<file path="config.mk">
export PLATFORM = sky130hd
export DESIGN_NAME = arduino_cmd_rx_flat
export DESIGN_NICKNAME = d
export VERILOG_FILES = /design/src/rtl/car_pkg.sv /design/src/rtl/arduino_cmd_rx_if.sv /design/src/rtl/arduino_cmd_rx_uart.sv /design/src/rtl/arduino_cmd_rx.sv /design/src/flat_wrapper.sv
export SDC_FILE = /design/constraint.sdc
export NUM_CORES = 1
export LEC_CHECK = 0
export ABC_AREA = 1
export BUFFER_PORTS_ARGS = -buffer_cell sky130_fd_sc_hd__buf_4
export CAP_MARGIN = 40
export CELL_PAD_IN_SITES_DETAIL_PLACEMENT = 1
export CELL_PAD_IN_SITES_GLOBAL_PLACEMENT = 2
export CORE_AREA = 3 3 97 99
export CTS_BUF_LIST = sky130_fd_sc_hd__clkbuf_8
export DETAILED_ROUTE_END_ITERATION = 10
export DIE_AREA = 0 0 100 102
export GPL_TIMING_DRIVEN = 1
export PLACE_DENSITY_LB_ADDON = 0.08
export REMOVE_ABC_BUFFERS = 1
export SETUP_SLACK_MARGIN = 0.5
export SLEW_MARGIN = 20
export SYNTH_ARGS = -nofsm -noshare
export SYNTH_HDL_FRONTEND = slang
export SYNTH_HIERARCHICAL = 1
export SYNTH_SLANG_ARGS = --single-unit
</file>
<file path="constraint.sdc">
create_clock -name clk -period 4.3 [get_ports clk]
set_clock_uncertainty 0.15 [all_clocks]
set_input_delay 0.645 -clock clk [delete_from_list [all_inputs] [get_ports clk]]
set_output_delay 0.645 -clock clk [all_outputs]
set_load 0.03 [all_outputs]
</file>
<file path="src/rtl/car_pkg.sv">
// Shared car-control definitions: manual command codes, legality check,
// and the UART receiver state encoding.
package car_pkg;

    localparam logic [7:0] CMD_STOP  = 8'h00;
    localparam logic [7:0] CMD_W     = 8'h01;
    localparam logic [7:0] CMD_A     = 8'h02;
    localparam logic [7:0] CMD_WA    = 8'h03;
    localparam logic [7:0] CMD_S     = 8'h04;
    localparam logic [7:0] CMD_AS    = 8'h06;
    localparam logic [7:0] CMD_D     = 8'h08;
    localparam logic [7:0] CMD_WD    = 8'h09;
    localparam logic [7:0] CMD_W_ALT = 8'h0A;
    localparam logic [7:0] CMD_DS    = 8'h0C;

    typedef enum logic [1:0] {
        RX_IDLE,
        RX_START,
        RX_DATA,
        RX_STOP
    } rx_state_t;

    function automatic logic is_legal_cmd(input logic [7:0] b);
        case (b)
            CMD_STOP, CMD_W, CMD_A, CMD_WA, CMD_S,
            CMD_AS, CMD_D, CMD_WD, CMD_W_ALT, CMD_DS: return 1'b1;
            default: return 1'b0;
        endcase
    endfunction

endpackage

</file>
<file path="src/rtl/arduino_cmd_rx_if.sv">
// Arduino link bundle: raw serial input plus the validated command outputs.
interface arduino_cmd_rx_if;
    logic       uart_rx;
    logic [7:0] arduino_command;
    logic       cmd_valid;
    logic       cmd_err;
    logic       link_timeout;

    modport master (
        input  uart_rx,
        output arduino_command,
        output cmd_valid,
        output cmd_err,
        output link_timeout
    );

    modport slave (
        output uart_rx,
        input  arduino_command,
        input  cmd_valid,
        input  cmd_err,
        input  link_timeout
    );
endinterface

</file>
<file path="src/rtl/arduino_cmd_rx_uart.sv">
// 8N1 byte receiver: two-flop synchronizer, start-edge detect and
// mid-bit sampling FSM. byte_done is a combinational pulse on the stop sample.
module uart_byte_rx
    import car_pkg::*;
#(
    parameter int CPB  = 10,
    parameter int HALF = 5
) (
    input  logic       clk,
    input  logic       rst_n,
    input  logic       uart_rx,
    output logic [7:0] byte_data,
    output logic       byte_done,
    output logic       frame_ok
);

    localparam int CW = $clog2(CPB + 1);

    logic          s1;
    logic          rxs;
    logic          rxs_d;
    rx_state_t     state;
    rx_state_t     state_nxt;
    logic [CW-1:0] cnt;
    logic [CW-1:0] cnt_nxt;
    logic [2:0]    bit_cnt;
    logic [2:0]    bit_nxt;
    logic [7:0]    shreg;
    logic [7:0]    sh_nxt;

    always_ff @(posedge clk or negedge rst_n) begin
        if (!rst_n) begin
            s1      <= 1'b1;
            rxs     <= 1'b1;
            rxs_d   <= 1'b1;
            state   <= RX_IDLE;
            cnt     <= '0;
            bit_cnt <= '0;
            shreg   <= '0;
        end else begin
            s1      <= uart_rx;
            rxs     <= s1;
            rxs_d   <= rxs;
            state   <= state_nxt;
            cnt     <= cnt_nxt;
            bit_cnt <= bit_nxt;
            shreg   <= sh_nxt;
        end
    end

    always_comb begin
        state_nxt = state;
        cnt_nxt   = cnt + 1'b1;
        bit_nxt   = bit_cnt;
        sh_nxt    = shreg;
        byte_done = 1'b0;
        frame_ok  = 1'b0;
        case (state)
            RX_IDLE: begin
                cnt_nxt = '0;
                // A held-low line after a bad stop bit never re-triggers here.
                if (rxs_d && !rxs) begin
                    state_nxt = RX_START;
                    bit_nxt   = '0;
                end
            end
            RX_START: begin
                if (cnt == CW'(HALF - 1)) begin
                    cnt_nxt   = '0;
                    state_nxt = rxs ? RX_IDLE : RX_DATA;
                end
            end
            RX_DATA: begin
                if (cnt == CW'(CPB - 1)) begin
                    cnt_nxt = '0;
                    sh_nxt  = {rxs, shreg[7:1]};
                    bit_nxt = bit_cnt + 3'd1;
                    if (bit_cnt == 3'd7)
                        state_nxt = RX_STOP;
                end
            end
            RX_STOP: begin
                if (cnt == CW'(CPB - 1)) begin
                    cnt_nxt   = '0;
                    state_nxt = RX_IDLE;
                    byte_done = 1'b1;
                    frame_ok  = rxs;
                end
            end
            default: state_nxt = RX_IDLE;
        endcase
    end

    assign byte_data = shreg;

endmodule

</file>
<file path="src/rtl/arduino_cmd_rx.sv">
// Arduino manual-command receiver: legality filter, command register and
// link watchdog that forces Stop when no legal byte arrives in time.
module arduino_cmd_rx
    import car_pkg::*;
#(
    parameter int CLK_FREQ   = 50_000_000,
    parameter int BAUD       = 9600,
    parameter int TIMEOUT_MS = 200
) (
    input  logic              clk,
    input  logic              rst_n,
    arduino_cmd_rx_if.master  bus
);

    localparam int CPB  = CLK_FREQ / BAUD;
    localparam int HALF = CPB / 2;
    localparam int TMO  = CLK_FREQ / 1000 * TIMEOUT_MS;
    localparam int WW   = $clog2(TMO + 1);

    logic [7:0]    byte_data;
    logic          byte_done;
    logic          frame_ok;
    logic          accept;
    logic          reject;
    logic          expire;
    logic [7:0]    cmd_q;
    logic          valid_q;
    logic          err_q;
    logic          to_q;
    logic [WW-1:0] wd_cnt;

    uart_byte_rx #(
        .CPB  (CPB),
        .HALF (HALF)
    ) u_rx (
        .clk       (clk),
        .rst_n     (rst_n),
        .uart_rx   (bus.uart_rx),
        .byte_data (byte_data),
        .byte_done (byte_done),
        .frame_ok  (frame_ok)
    );

    assign accept = byte_done && frame_ok && is_legal_cmd(byte_data);
    assign reject = byte_done && !accept;
    assign expire = (wd_cnt == WW'(TMO - 1));

    always_ff @(posedge clk or negedge rst_n) begin
        if (!rst_n) begin
            cmd_q   <= CMD_STOP;
            valid_q <= 1'b0;
            err_q   <= 1'b0;
            to_q    <= 1'b0;
            wd_cnt  <= '0;
        end else begin
            valid_q <= accept;
            err_q   <= reject;
            // A fresh accept beats an expiry landing on the same edge.
            if (accept) begin
                wd_cnt <= '0;
                to_q   <= 1'b0;
                cmd_q  <= byte_data;
            end else begin
                if (wd_cnt != WW'(TMO))
                    wd_cnt <= wd_cnt + 1'b1;
                if (expire) begin
                    to_q  <= 1'b1;
                    cmd_q <= CMD_STOP;
                end
            end
        end
    end

    assign bus.arduino_command = cmd_q;
    assign bus.cmd_valid       = valid_q;
    assign bus.cmd_err         = err_q;
    assign bus.link_timeout    = to_q;

endmodule

</file>
<file path="src/flat_wrapper.sv">
// flat-port wrapper written by rule: the top's interface ports become plain ports
module arduino_cmd_rx_flat import car_pkg::*;
#(
    parameter int CLK_FREQ   = 50_000_000,
    parameter int BAUD       = 9600,
    parameter int TIMEOUT_MS = 200
)
  (clk, rst_n, bus_uart_rx, bus_arduino_command, bus_cmd_valid, bus_cmd_err, bus_link_timeout);
  arduino_cmd_rx_if bus_i ();
  input  logic clk;
  input  logic rst_n;
  input wire logic [$bits(bus_i.uart_rx)-1:0] bus_uart_rx;
  output wire logic [$bits(bus_i.arduino_command)-1:0] bus_arduino_command;
  output wire logic [$bits(bus_i.cmd_valid)-1:0] bus_cmd_valid;
  output wire logic [$bits(bus_i.cmd_err)-1:0] bus_cmd_err;
  output wire logic [$bits(bus_i.link_timeout)-1:0] bus_link_timeout;
  assign bus_i.uart_rx = bus_uart_rx;
  assign bus_arduino_command = bus_i.arduino_command;
  assign bus_cmd_valid = bus_i.cmd_valid;
  assign bus_cmd_err = bus_i.cmd_err;
  assign bus_link_timeout = bus_i.link_timeout;
  arduino_cmd_rx #(.CLK_FREQ(CLK_FREQ), .BAUD(BAUD), .TIMEOUT_MS(TIMEOUT_MS)) u_core (.clk(clk), .rst_n(rst_n), .bus(bus_i));
endmodule
</file>
==> results.json <==
{
  "route.vias.total": 2907,
  "nFillCells": 1105,
  "grt_pass1_vias": 3046,
  "cts_root_buf": "clkbuf_8",
  "post_cts_resized": 0,
  "rows": 34,
  "cts_num_sinks": 64,
  "final_cell_mix": "129 x nand2_1, 82 x nor2_1, 61 x dfrtp_1",
  "port_buffers": 13,
  "drc": 0,
  "p_per_area_nw_per_um2": 366,
  "clk_pin_slew_ns": 0.08,
  "antenna_cells": 0,
  "ant_nets": 0,
  "layoutNonFillerInstCount": 593,
  "drt-pass1-iter-count": 4,
  "crit_path_max_incr_delay_ns": 0.49,
  "required_ns": 4.43,
  "crit_path_cell_trace": "ha_1 -> nand2_2 -> inv_2 -> nand2_2 -> nor2_4 -> nand2_4 -> nor3b_1 -> nand2_1 -> nor2_1 -> nand2_2 -> inv_1 -> nand2_1 -> nand2_1",
  "cp.arrival_ns": 2.74,
  "grt_pass1_wl_mm": 14.5,
  "synth_mux_area_frac": 0,
  "yosys_warnings": 6,
  "hold_class": "input pin to asynchronous set/reset pin",
  "p_leak_nw": 1.84,
  "globalplace.congestion": 0.800,
  "synth_top_area_frac": 0.446,
  "insertion_delay_ns": 0.34,
  "drv_cap": 0,
  "vdd_drop_max_mv": 0.214,
  "cp-start-kind": "flop",
  "synth_compound_area_frac": 0.0607,
  "hold_violations": 0,
  "cts-buffers-inserted": 9,
  "cts_hold_buffers": 0,
  "nNetsFinal": 488,
  "crit_buf_inv": 2,
  "worstMarginPinSlew_ns": 0.487,
  "synthSimpleGateAreaFrac": 0.366,
  "crit_fanout": 25,
  "dp.cells": 577,
  "cts_htree_levels": 3,
  "syn_inst": 459,
  "crit_family": "simple AND/OR/NAND/NOR gates",
  "die_w_um": 100,
  "setup_viol": 0,
  "fin_crit_sh": 0.608,
  "antenna_found_initial": 0,
  "pin_count": 14,
  "slew_viol_final": 0,
  "drt-wirelength-per-cell_um": 13.9,
  "post_cts_buffers": 0,
  "final_common_cell": "nand2_1",
  "track_usage": 0.179,
  "cpMaxStageDelayCell": "inv_1",
  "grt_max_degree": 47,
  "synth-xor-area-share": 0.00767,
  "endpoint_kind": "flop",
  "worstSetupPathType": "flop to flop",
  "die_area_um2": 10200,
  "ff2ff_path_depth": 13,
  "power_frac_clock": 0.419,
  "synth_top_family_by_area": "simple AND/OR/NAND/NOR gates",
  "drt_iter0_markers": 72,
  "core-area_um2": 8640,
  "drive_above_1_share": 0.146,
  "fmax_mhz": 383,
  "start_util": 0.397,
  "synthAdderAreaFrac": 0.0183,
  "min_period_ns": 2.61,
  "wirelength_mm": 8.22,
  "swShare": 0.281,
  "seqPwrFrac": 0.459,
  "ys_top_cells_by_area": "dfrtp_1 45%, nand2_1 14%, nor2_1 9.0%, inv_1 5.9%, nand3_1 4.1%",
  "power.switching_w": 0.000399,
  "synth.distinct_cells": 30,
  "tns_ns": 0,
  "cts.path.max_buffers": 2,
  "syn_avg_cell_area_um2": 7.46,
  "grt-ovfl-total": 0,
  "post-dp-hpwl_mm": 6.27,
  "intPower_w": 0.00102,
  "synth-seq-cells": 64,
  "viasPerCell": 4.90,
  "rsz0062_at_grt": "false",
  "cts_tree": "done",
  "pwr-share-comb": 0.123,
  "status": "finished clean",
  "slew_headroom": 0.674,
  "die_h_um": 102,
  "seq_area_frac_synth": 0.469,
  "synth_area_leader_cell": "dfrtp_1",
  "cp.depth": 13,
  "area_growth_pct": 13.3,
  "syn_area_um2": 3420
}
[state kept, by name, summed over array words and instances, names as in the netlist, named ones only]
signal	flops
u_core/u_rx/s1	1
u_core/u_rx/bit_cnt	3
u_core/u_rx/rxs	1
u_core/u_rx/state	1
u_core/bus.arduino_command	8
u_core/bus.cmd_err	1
u_core/bus.cmd_valid	1
u_core/bus.link_timeout	1
u_core/wd_cnt	24
u_core/u_rx/cnt	13
u_core/u_rx/byte_data	8
u_core/u_rx/rxs_d	1
[Yosys cell counts (all sizes together)]
master  number
xor2         2
ha           5
nand4        8
a211oi       1
a21oi       19
nor2        98
nand2      137
dfrtp       61
dfstp        3
o21ai       18
nand3       30
nor3b        1
buf          4
xnor2        1
nor3         8
nor4         2
inv         61
[area by class of cell]
class / count / area [um2] / share of cell area
Multi-Input combinational cell: 330 / 1550 / 0.400
Clock inverter: 6 / 91.3 / 0.0235
Timing Repair Buffer: 14 / 125 / 0.0322
Sequential cell: 64 / 1610 / 0.414
Inverter: 61 / 234 / 0.0603
Clock buffer: 10 / 138 / 0.0355
Tap cell: 108 / 135 / 0.0348
[through the flow]
| step | setup WS [ns] | area [um2] | power (W) | hold WS [ns] | util |
|---|---|---|---|---|---|
| after global routing | 1.27 | 3880 | 0.00151 | 0.0223 | 0.449 |
| after floorplan | 2.12 | 3390 | 0.000778 | 0.195 | - |
| after detailed placement | 1.63 | 3650 | 0.000841 | 0.200 | 0.423 |
| after global placement | 1.73 | 3620 | 0.000833 | 0.198 | 0.420 |
| final | 1.69 | 3880 | 0.00142 | 0.0353 | 0.449 |
| after CTS | 1.61 | 3880 | 0.00144 | 0.0282 | 0.449 |
[layer usage]
metal	part of all wire	vias to the layer above	GRT usage	routed length, um
met5	0	-	0	0
met3	0.017	4	0.0410	139
li1	-	1478	-	-
met1	0.46	1410	0.227	3770
met2	0.52	15	0.313	4240
met4	0.0082	0	0.0404	67
[kinds of logic (layout without fill, tap and decap cells)]
family | Yosys count | in the layout
AND/OR/NAND/NOR | 284 | 284
buffers and inverters | 65 | 91
flip-flops | 64 | 64
AO/OA/AOI/OAI | 38 | 38
adder cells (fa/ha/maj) | 5 | 5
XOR/XNOR | 3 | 3
[worst paths after layout]
check	from	endpoint	slack, ns
setup reg to reg	u_core/u_rx/cnt[0]	u_core/bus.arduino_command[0]	1.69
min in group clk	u_core/u_rx/s1	u_core/u_rx/rxs	0.21
hold / removal	rst_n	u_core/wd_cnt[16]	0.04
max in group asynchronous	rst_n	u_core/u_rx/rxs_d	3.38
setup / recovery	u_core/u_rx/cnt[0]	u_core/bus.arduino_command[0]	1.69
hold reg to reg	u_core/u_rx/s1	u_core/u_rx/rxs	0.21
[power groups by stage]
stage	logic [W]	registers, W	clock network [W]
after detailed placement	0.000177	0.000664	0
after global placement	0.000171	0.000662	0
after floorplan	0.000121	0.000657	0
after CTS	0.000177	0.000652	0.000610
after global routing	0.000207	0.000658	0.000644
final	0.000174	0.000652	0.000595
Note: power is estimated with default switching activity, not from simulation.
